File: config.mk
export PLATFORM = sky130hd
export DESIGN_NAME = morse_rx
export DESIGN_NICKNAME = d
export VERILOG_FILES = /design/src/rtl/morse_pkg.sv /design/src/rtl/morse_debounce.sv /design/src/rtl/morse_rx.sv
export SDC_FILE = /design/constraint.sdc
export NUM_CORES = 1
export LEC_CHECK = 0
export ABC_AREA = 1
export CAP_MARGIN = 20
export CORE_MARGIN = 4
export CORE_UTILIZATION = 50
export DETAILED_ROUTE_END_ITERATION = 10
export HOLD_SLACK_MARGIN = 0.1
export PLACE_DENSITY_LB_ADDON = 0.3
export SLEW_MARGIN = 25
export SYNTH_ARGS = -nofsm -noshare
export SYNTH_HDL_FRONTEND = slang
export SYNTH_SLANG_ARGS = --single-unit
File: constraint.sdc
create_clock -name clk -period 3.3 [get_ports clk]
set_input_delay 0.66 -clock clk [delete_from_list [all_inputs] [get_ports clk]]
set_output_delay 0.66 -clock clk [all_outputs]
set_load 0.01 [all_outputs]
File: src/rtl/morse_pkg.sv
// morse_pkg: shared definitions for the Morse receiver.
//   state_t      FSM state encodings
//   DASH_MIN, CHAR_GAP, WORD_GAP, MARK_MAX  timing thresholds in Morse units
//   ASCII_SP, ASCII_Q                       space and '?' characters
//   morse_decode {len,pat} -> ASCII + unknown flag (ITU A-Z, 0-9)
// Pattern convention: first symbol in bit len-1, latest symbol in bit 0,
// 1 = dash, unused upper bits zero.
package morse_pkg;

  typedef enum logic [2:0] {IDLE, MARK, SPACE, EMIT, GAP, ERRW} state_t;

  localparam int DASH_MIN = 2;
  localparam int CHAR_GAP = 2;
  localparam int WORD_GAP = 5;
  localparam int MARK_MAX = 7;

  localparam logic [7:0] ASCII_SP = 8'h20;
  localparam logic [7:0] ASCII_Q  = 8'h3F;

  typedef struct packed {
    logic       unk;
    logic [7:0] ch;
  } dec_t;

  function automatic dec_t morse_decode(input logic [2:0] len, input logic [7:0] pat);
    dec_t d;
    d.unk = 1'b0;
    d.ch  = ASCII_Q;
    case ({len, pat})
      {3'd2, 8'b01}:    d.ch = "A";
      {3'd4, 8'b1000}:  d.ch = "B";
      {3'd4, 8'b1010}:  d.ch = "C";
      {3'd3, 8'b100}:   d.ch = "D";
      {3'd1, 8'b0}:     d.ch = "E";
      {3'd4, 8'b0010}:  d.ch = "F";
      {3'd3, 8'b110}:   d.ch = "G";
      {3'd4, 8'b0000}:  d.ch = "H";
      {3'd2, 8'b00}:    d.ch = "I";
      {3'd4, 8'b0111}:  d.ch = "J";
      {3'd3, 8'b101}:   d.ch = "K";
      {3'd4, 8'b0100}:  d.ch = "L";
      {3'd2, 8'b11}:    d.ch = "M";
      {3'd2, 8'b10}:    d.ch = "N";
      {3'd3, 8'b111}:   d.ch = "O";
      {3'd4, 8'b0110}:  d.ch = "P";
      {3'd4, 8'b1101}:  d.ch = "Q";
      {3'd3, 8'b010}:   d.ch = "R";
      {3'd3, 8'b000}:   d.ch = "S";
      {3'd1, 8'b1}:     d.ch = "T";
      {3'd3, 8'b001}:   d.ch = "U";
      {3'd4, 8'b0001}:  d.ch = "V";
      {3'd3, 8'b011}:   d.ch = "W";
      {3'd4, 8'b1001}:  d.ch = "X";
      {3'd4, 8'b1011}:  d.ch = "Y";
      {3'd4, 8'b1100}:  d.ch = "Z";
      {3'd5, 8'b11111}: d.ch = "0";
      {3'd5, 8'b01111}: d.ch = "1";
      {3'd5, 8'b00111}: d.ch = "2";
      {3'd5, 8'b00011}: d.ch = "3";
      {3'd5, 8'b00001}: d.ch = "4";
      {3'd5, 8'b00000}: d.ch = "5";
      {3'd5, 8'b10000}: d.ch = "6";
      {3'd5, 8'b11000}: d.ch = "7";
      {3'd5, 8'b11100}: d.ch = "8";
      {3'd5, 8'b11110}: d.ch = "9";
      default:          d.unk = 1'b1;
    endcase
    return d;
  endfunction

endpackage

File: src/rtl/morse_debounce.sv
// morse_debounce: 2-FF synchronizer followed by a stability counter.
//   clk, rst  clock, async active-high reset
//   din       raw asynchronous input
//   dout      clean level; follows din once the synchronized value has
//             differed from dout for DEBOUNCE_CYCLES consecutive cycles
// Reset level is 1 (released, for an active-low button).
module morse_debounce #(
  parameter int DEBOUNCE_CYCLES = 240000
) (
  input  logic clk,
  input  logic rst,
  input  logic din,
  output logic dout
);
  localparam int DW = $clog2(DEBOUNCE_CYCLES + 1);

  logic          s1, s2;
  logic [DW-1:0] dcnt;

  always_ff @(posedge clk or posedge rst) begin
    if (rst) begin
      s1   <= 1'b1;
      s2   <= 1'b1;
      dout <= 1'b1;
      dcnt <= '0;
    end else begin
      s1 <= din;
      s2 <= s1;
      if (s2 == dout) begin
        dcnt <= '0;
      end else if (dcnt == DW'(DEBOUNCE_CYCLES - 1)) begin
        dout <= s2;
        dcnt <= '0;
      end else begin
        dcnt <= dcnt + 1'b1;
      end
    end
  end
endmodule

File: src/rtl/morse_rx.sv
// morse_rx: Morse key receiver, decodes button presses to ASCII.
//   clk, rst    clock, async active-high reset
//   key_n       raw active-low button (asynchronous)
//   char_data   decoded character, held until accepted
//   char_valid  char_data valid
//   char_ready  consumer accepts on char_valid && char_ready
//   err         1-cycle pulse: unknown pattern, symbol overflow, over-long mark
//   overrun     1-cycle pulse: character dropped because output was full
//   led_echo_n  active-low echo of the debounced key (only with MORSE_RX_ECHO_EN)
// cnt holds the number of completed cycles the debounced key has spent at
// its current level (reloaded to 1 on each edge).  In an edge cycle it
// therefore reads the full length of the level just ended.  Gap and
// long-mark thresholds fire in the cycle that completes the interval
// (cnt == N*DOT-1), so an edge arriving in that same cycle wins and one
// arriving just after a full interval is too late.
module morse_rx
  import morse_pkg::*;
#(
  parameter int DOT_CYCLES      = 4800000,
  parameter int DEBOUNCE_CYCLES = 240000,
  parameter int MAX_SYMBOLS     = 6
) (
  input  logic       clk,
  input  logic       rst,
  input  logic       key_n,
  output logic [7:0] char_data,
  output logic       char_valid,
  input  logic       char_ready,
  output logic       err,
  output logic       overrun
`ifdef MORSE_RX_ECHO_EN
  ,
  output logic       led_echo_n
`endif
);
  localparam int CW = $clog2(8 * DOT_CYCLES + 1);
  localparam logic [CW-1:0] CNT_MAX = CW'(8 * DOT_CYCLES);
  localparam logic [CW-1:0] T_DASH  = CW'(DASH_MIN * DOT_CYCLES);
  localparam logic [CW-1:0] T_CHAR  = CW'(CHAR_GAP * DOT_CYCLES - 1);
  localparam logic [CW-1:0] T_WORD  = CW'(WORD_GAP * DOT_CYCLES - 1);
  localparam logic [CW-1:0] T_MARK  = CW'(MARK_MAX * DOT_CYCLES - 1);

  logic                   key_clean_n, key, key_d, press, rel;
  logic [CW-1:0]          cnt;
  state_t                 state;
  logic [2:0]             len;
  logic [MAX_SYMBOLS-1:0] pat;
  logic                   push_r;
  logic [7:0]             push_dat;
  dec_t                   dec;

  morse_debounce #(.DEBOUNCE_CYCLES(DEBOUNCE_CYCLES)) u_deb (
    .clk  (clk),
    .rst  (rst),
    .din  (key_n),
    .dout (key_clean_n)
  );

  assign key   = ~key_clean_n;
  assign press = key & ~key_d;
  assign rel   = ~key & key_d;
  assign dec   = morse_decode(len, 8'(pat));

  always_ff @(posedge clk or posedge rst) begin
    if (rst) begin
      key_d <= 1'b0;
      cnt   <= '0;
    end else begin
      key_d <= key;
      if (press || rel)        cnt <= CW'(1);
      else if (cnt != CNT_MAX) cnt <= cnt + 1'b1;
    end
  end

  // FSM + symbol register; pushes are registered and consumed by the
  // output register one cycle later.
  always_ff @(posedge clk or posedge rst) begin
    if (rst) begin
      state    <= IDLE;
      len      <= '0;
      pat      <= '0;
      err      <= 1'b0;
      push_r   <= 1'b0;
      push_dat <= '0;
    end else begin
      err    <= 1'b0;
      push_r <= 1'b0;
      case (state)
        IDLE: if (press) state <= MARK;
        MARK: begin
          if (rel) begin
            if (len == 3'(MAX_SYMBOLS)) begin
              err   <= 1'b1;
              len   <= '0;
              pat   <= '0;
              state <= ERRW;
            end else begin
              len   <= len + 3'd1;
              pat   <= {pat[MAX_SYMBOLS-2:0], (cnt >= T_DASH)};
              state <= SPACE;
            end
          end else if (cnt == T_MARK) begin
            err   <= 1'b1;
            len   <= '0;
            pat   <= '0;
            state <= ERRW;
          end
        end
        SPACE: begin
          if (press)              state <= MARK;
          else if (cnt == T_CHAR) state <= EMIT;
        end
        EMIT: begin
          push_r   <= 1'b1;
          push_dat <= dec.unk ? ASCII_Q : dec.ch;
          err      <= dec.unk;
          len      <= '0;
          pat      <= '0;
          // a press landing on the emit cycle must not be lost
          state    <= press ? MARK : GAP;
        end
        GAP: begin
          if (press) begin
            state <= MARK;
          end else if (cnt == T_WORD) begin
            push_r   <= 1'b1;
            push_dat <= ASCII_SP;
            state    <= IDLE;
          end
        end
        ERRW: begin
          // rel guard: cnt in the release cycle is the old mark length
          if (!key && !rel && cnt == T_CHAR) state <= IDLE;
        end
        default: state <= IDLE;
      endcase
    end
  end

  always_ff @(posedge clk or posedge rst) begin
    if (rst) begin
      char_data  <= '0;
      char_valid <= 1'b0;
      overrun    <= 1'b0;
    end else begin
      overrun <= 1'b0;
      if (push_r) begin
        if (!char_valid || char_ready) begin
          char_data  <= push_dat;
          char_valid <= 1'b1;
        end else begin
          overrun <= 1'b1;
        end
      end else if (char_valid && char_ready) begin
        char_valid <= 1'b0;
      end
    end
  end

`ifdef MORSE_RX_ECHO_EN
  always_ff @(posedge clk or posedge rst) begin
    if (rst) led_echo_n <= 1'b1;
    else     led_echo_n <= ~key;
  end
`endif

endmodule

==> flow_summary.yaml <==
run_status:
  outcome: "finished, final reports clean"
global_routing:
  grt_start_max_net_pins: 46
  antenna_found_initial: 0
  grt_pass1_wl_mm: 19.9
  grt_usage: 0.214
  grt_pass1_vias: 4241
  grt-ovfl-total: 0
worst_setup_path:
  critical_path_class: "reg -> out"
  crit_slowest_cell: "clkdlybuf4s50_1"
  endpoint_kind: "output port"
  cp_max_fo: 2
  path_delay_family: "buffers and inverters"
  regToRegSetupSlack_ns: 1.44
  cp_data_required_time_ns: 2.64
  slowest_delay_ns: 0.55
  cp_num_buf_inv: 1
  start_kind: "register"
  r2r_cells: 8
  crit_chain: "clkdlybuf4s50_1"
  r2r_end: "u_deb.dcnt[14]"
  critPathArrivalTime_ns: 1.27
  r2r-start: "u_deb.dcnt[0]"
clock_network:
  cts_max_path_buffers: 2
  cts-root-buf: "clkbuf_8"
  cts_tree: "yes"
  clkLatencyLatePin_ns: 0.37
  numCtsBuffers: 9
  clkSlewWorstSetupHoldPaths_ns: 0.09
  post_cts_resized: 0
  clock_sinks: 78
  cts_hold_buf: 0
  htreeDepth: 3
  cts_setup_buffers: 0
cells_and_area:
  fin_cells: 857
  area_delta_synth_final_pct: 8.48
  drive_gt1_frac: 0.115
  diodes: 0
  finalCoreUtilization: 0.553
  nets: 729
sta:
  clock.fmax_ghz: 0.517
  relSlewSlack: 0.498
  report.final.slew_viol_count: 0
  fin_crit_ns: 1.93
  finalClockSkew_ns: 0.0168
  fin_crit_sh: 0.586
  rsz0062_at_grt: "no"
  finalSetupTns_ns: 0
  worstMarginPinSlew_ns: 0.753
  setup_slack_ns: 1.37
  setup_viol: 0
  hold_violations: 0
logic_synthesis:
  yosys-top-cells-area: "dfrtp_1 (38%), nand2_1 (12%), nor2_1 (10%)"
  yosysMostFrequentCell: "nand2_1"
  dominantRegCellSynth: "dfrtp_1"
  synth_edf_count: 0
  synth_area_mm2: 0.00496
  netlist_instances: 703
  synth_top_area_share: 0.379
  synth_area_per_cell_um2: 7.05
  synth-seq-area-share: 0.395
  synthTopCellsByCount: "nand2_1 (164), nor2_1 (136), dfrtp_1 (75)"
  synth-seq-cells: 78
  synth_cell_types: 45
  syn_nets: 713
  synthArstFlopShare: 1.00
  yosysWarningCount: 0
  synth_largest_area_cell: "dfrtp_1"
placed_design:
  portBuffers: 13
  hpwl_mm: 8.70
  dp.cells: 841
  gp_congestion: 0.992
  place_worst_setup_slack_ns: 1.35
power_and_ir_drop:
  power.density_mw_per_mm2: 309
  report.power.total_mw: 1.66
  ir_drop_mv: 0.303
  leakagePower_nw: 2.63
route:
  drc: 0
  via_per_inst: 5.26
  vias: 4511
  dr.pass1.iters: 5
  drt-total-wl_mm: 11.3
  drtIter0Drc: 332
  drtAntennaViolNets: 0
  wl_per_cell_um: 13.2
floorplanning:
  core_mm2: 0.00973
  start_util: 0.509
  dieWidth_um: 108
  dieArea_mm2: 0.0116
  rows: 36
  pin_count: 15
  die_h_um: 108
min_path:
  min_to: "u_deb.s2"
  hold_path_class: "reg -> reg"
  holdPathStages: 0
  min_from: "u_deb.s1"
job:
  cap_viol_max_count: 0
-- power breakdown --
group	internal (mW)	switching, mW	leakage [nW]
Sequential	0.960	0.00409	1.05
Combinational	0.00878	0.0258	1.48
Clock	0.283	0.382	0.0881
-- flip-flops by register name, summed over array words and instances (netlist names), 3 cells and up --
name        flops
cnt            26
u_deb.dcnt     18
char_data       7
push_dat        7
pat             6
len             3
state           3
-- routing by layer --
layer / wire (µm) / GRT usage
met3: 655 / 0.0420
met2: 5000 / 0.324
met5: 0 / 0
met4: 236 / 0.0748
met1: 5460 / 0.305
-- placed cells by master, fill, tap and decap left out, types with 3 or more instances in the layout --
| cell type | synthesis | routed |
|---|---|---|
| buf_4 | 5 | 3 |
| nor2_2 | 10 | 10 |
| nand2_1 | 164 | 164 |
| nand3_1 | 64 | 64 |
| ha_1 | 6 | 6 |
| dfstp_2 | 3 | 3 |
| o21ai_0 | 23 | 23 |
| o31ai_1 | 3 | 3 |
| nand2_2 | 9 | 9 |
| nor3_2 | 3 | 3 |
| nor2_1 | 136 | 136 |
| o21ai_1 | 9 | 9 |
| xnor2_1 | 3 | 3 |
| clkbuf_8 | 0 | 9 |
| xor2_1 | 7 | 7 |
| clkdlybuf4s50_1 | 0 | 13 |
| a31oi_1 | 3 | 3 |
| inv_1 | 67 | 66 |
| nand3_2 | 5 | 5 |
| nor3_1 | 18 | 18 |
| nor2_4 | 7 | 7 |
| a21oi_1 | 25 | 25 |
| nor4_1 | 3 | 3 |
| mux2_2 | 6 | 6 |
| or2_2 | 3 | 3 |
| dfrtp_1 | 75 | 75 |
| inv_2 | 10 | 10 |
| nand4_1 | 11 | 11 |
-- layout make-up --
type	instances	area, µm²
inverters	80	304
multi-input cells	534	2620
flip-flops and latches	78	1960
repair buffers	16	153
well taps	133	166
clock buffers	9	124
fillers	984	4350
clock inverters	7	57.6
-- logic make-up after synthesis --
kind of cell | after synthesis | synth area share
other | 1 | 0.000757
AND/OR/NAND/NOR | 442 | 0.405
AO/OA/AOI/OAI | 69 | 0.0752
XOR/XNOR | 10 | 0.0177
flip-flops | 78 | 0.395
buffers and inverters | 91 | 0.0775
multiplexers | 6 | 0.0136
adder cells (fa/ha/maj) | 6 | 0.0151
-- how the worst max path moves through the flow --
| stage | start | to | slack, ns | depth (start not counted) |
|---|---|---|---|---|
| after floorplan | rst | char_data[0] | 0.65 | 1 |
| after global placement | char_ready | char_data[0] | 1.41 | 5 |
| after detailed placement | char_ready | char_data[1] | 1.35 | 5 |
| after CTS | char_data[1] | char_data[1] | 1.33 | 1 |
| after global routing | u_deb.dcnt[0] | u_deb.dcnt[14] | 1.21 | 8 |
| final | char_data[1] | char_data[1] | 1.37 | 1 |
-- stage by stage --
step	hold slack [ns]	area (µm²)
after floorplan	0.345	4960
after detailed placement	0.352	5190
final	0.362	5380
after global placement	0.348	5190
after global routing	0.365	5380
after CTS	0.363	5380
Note: power is estimated with default switching activity, not from simulation.
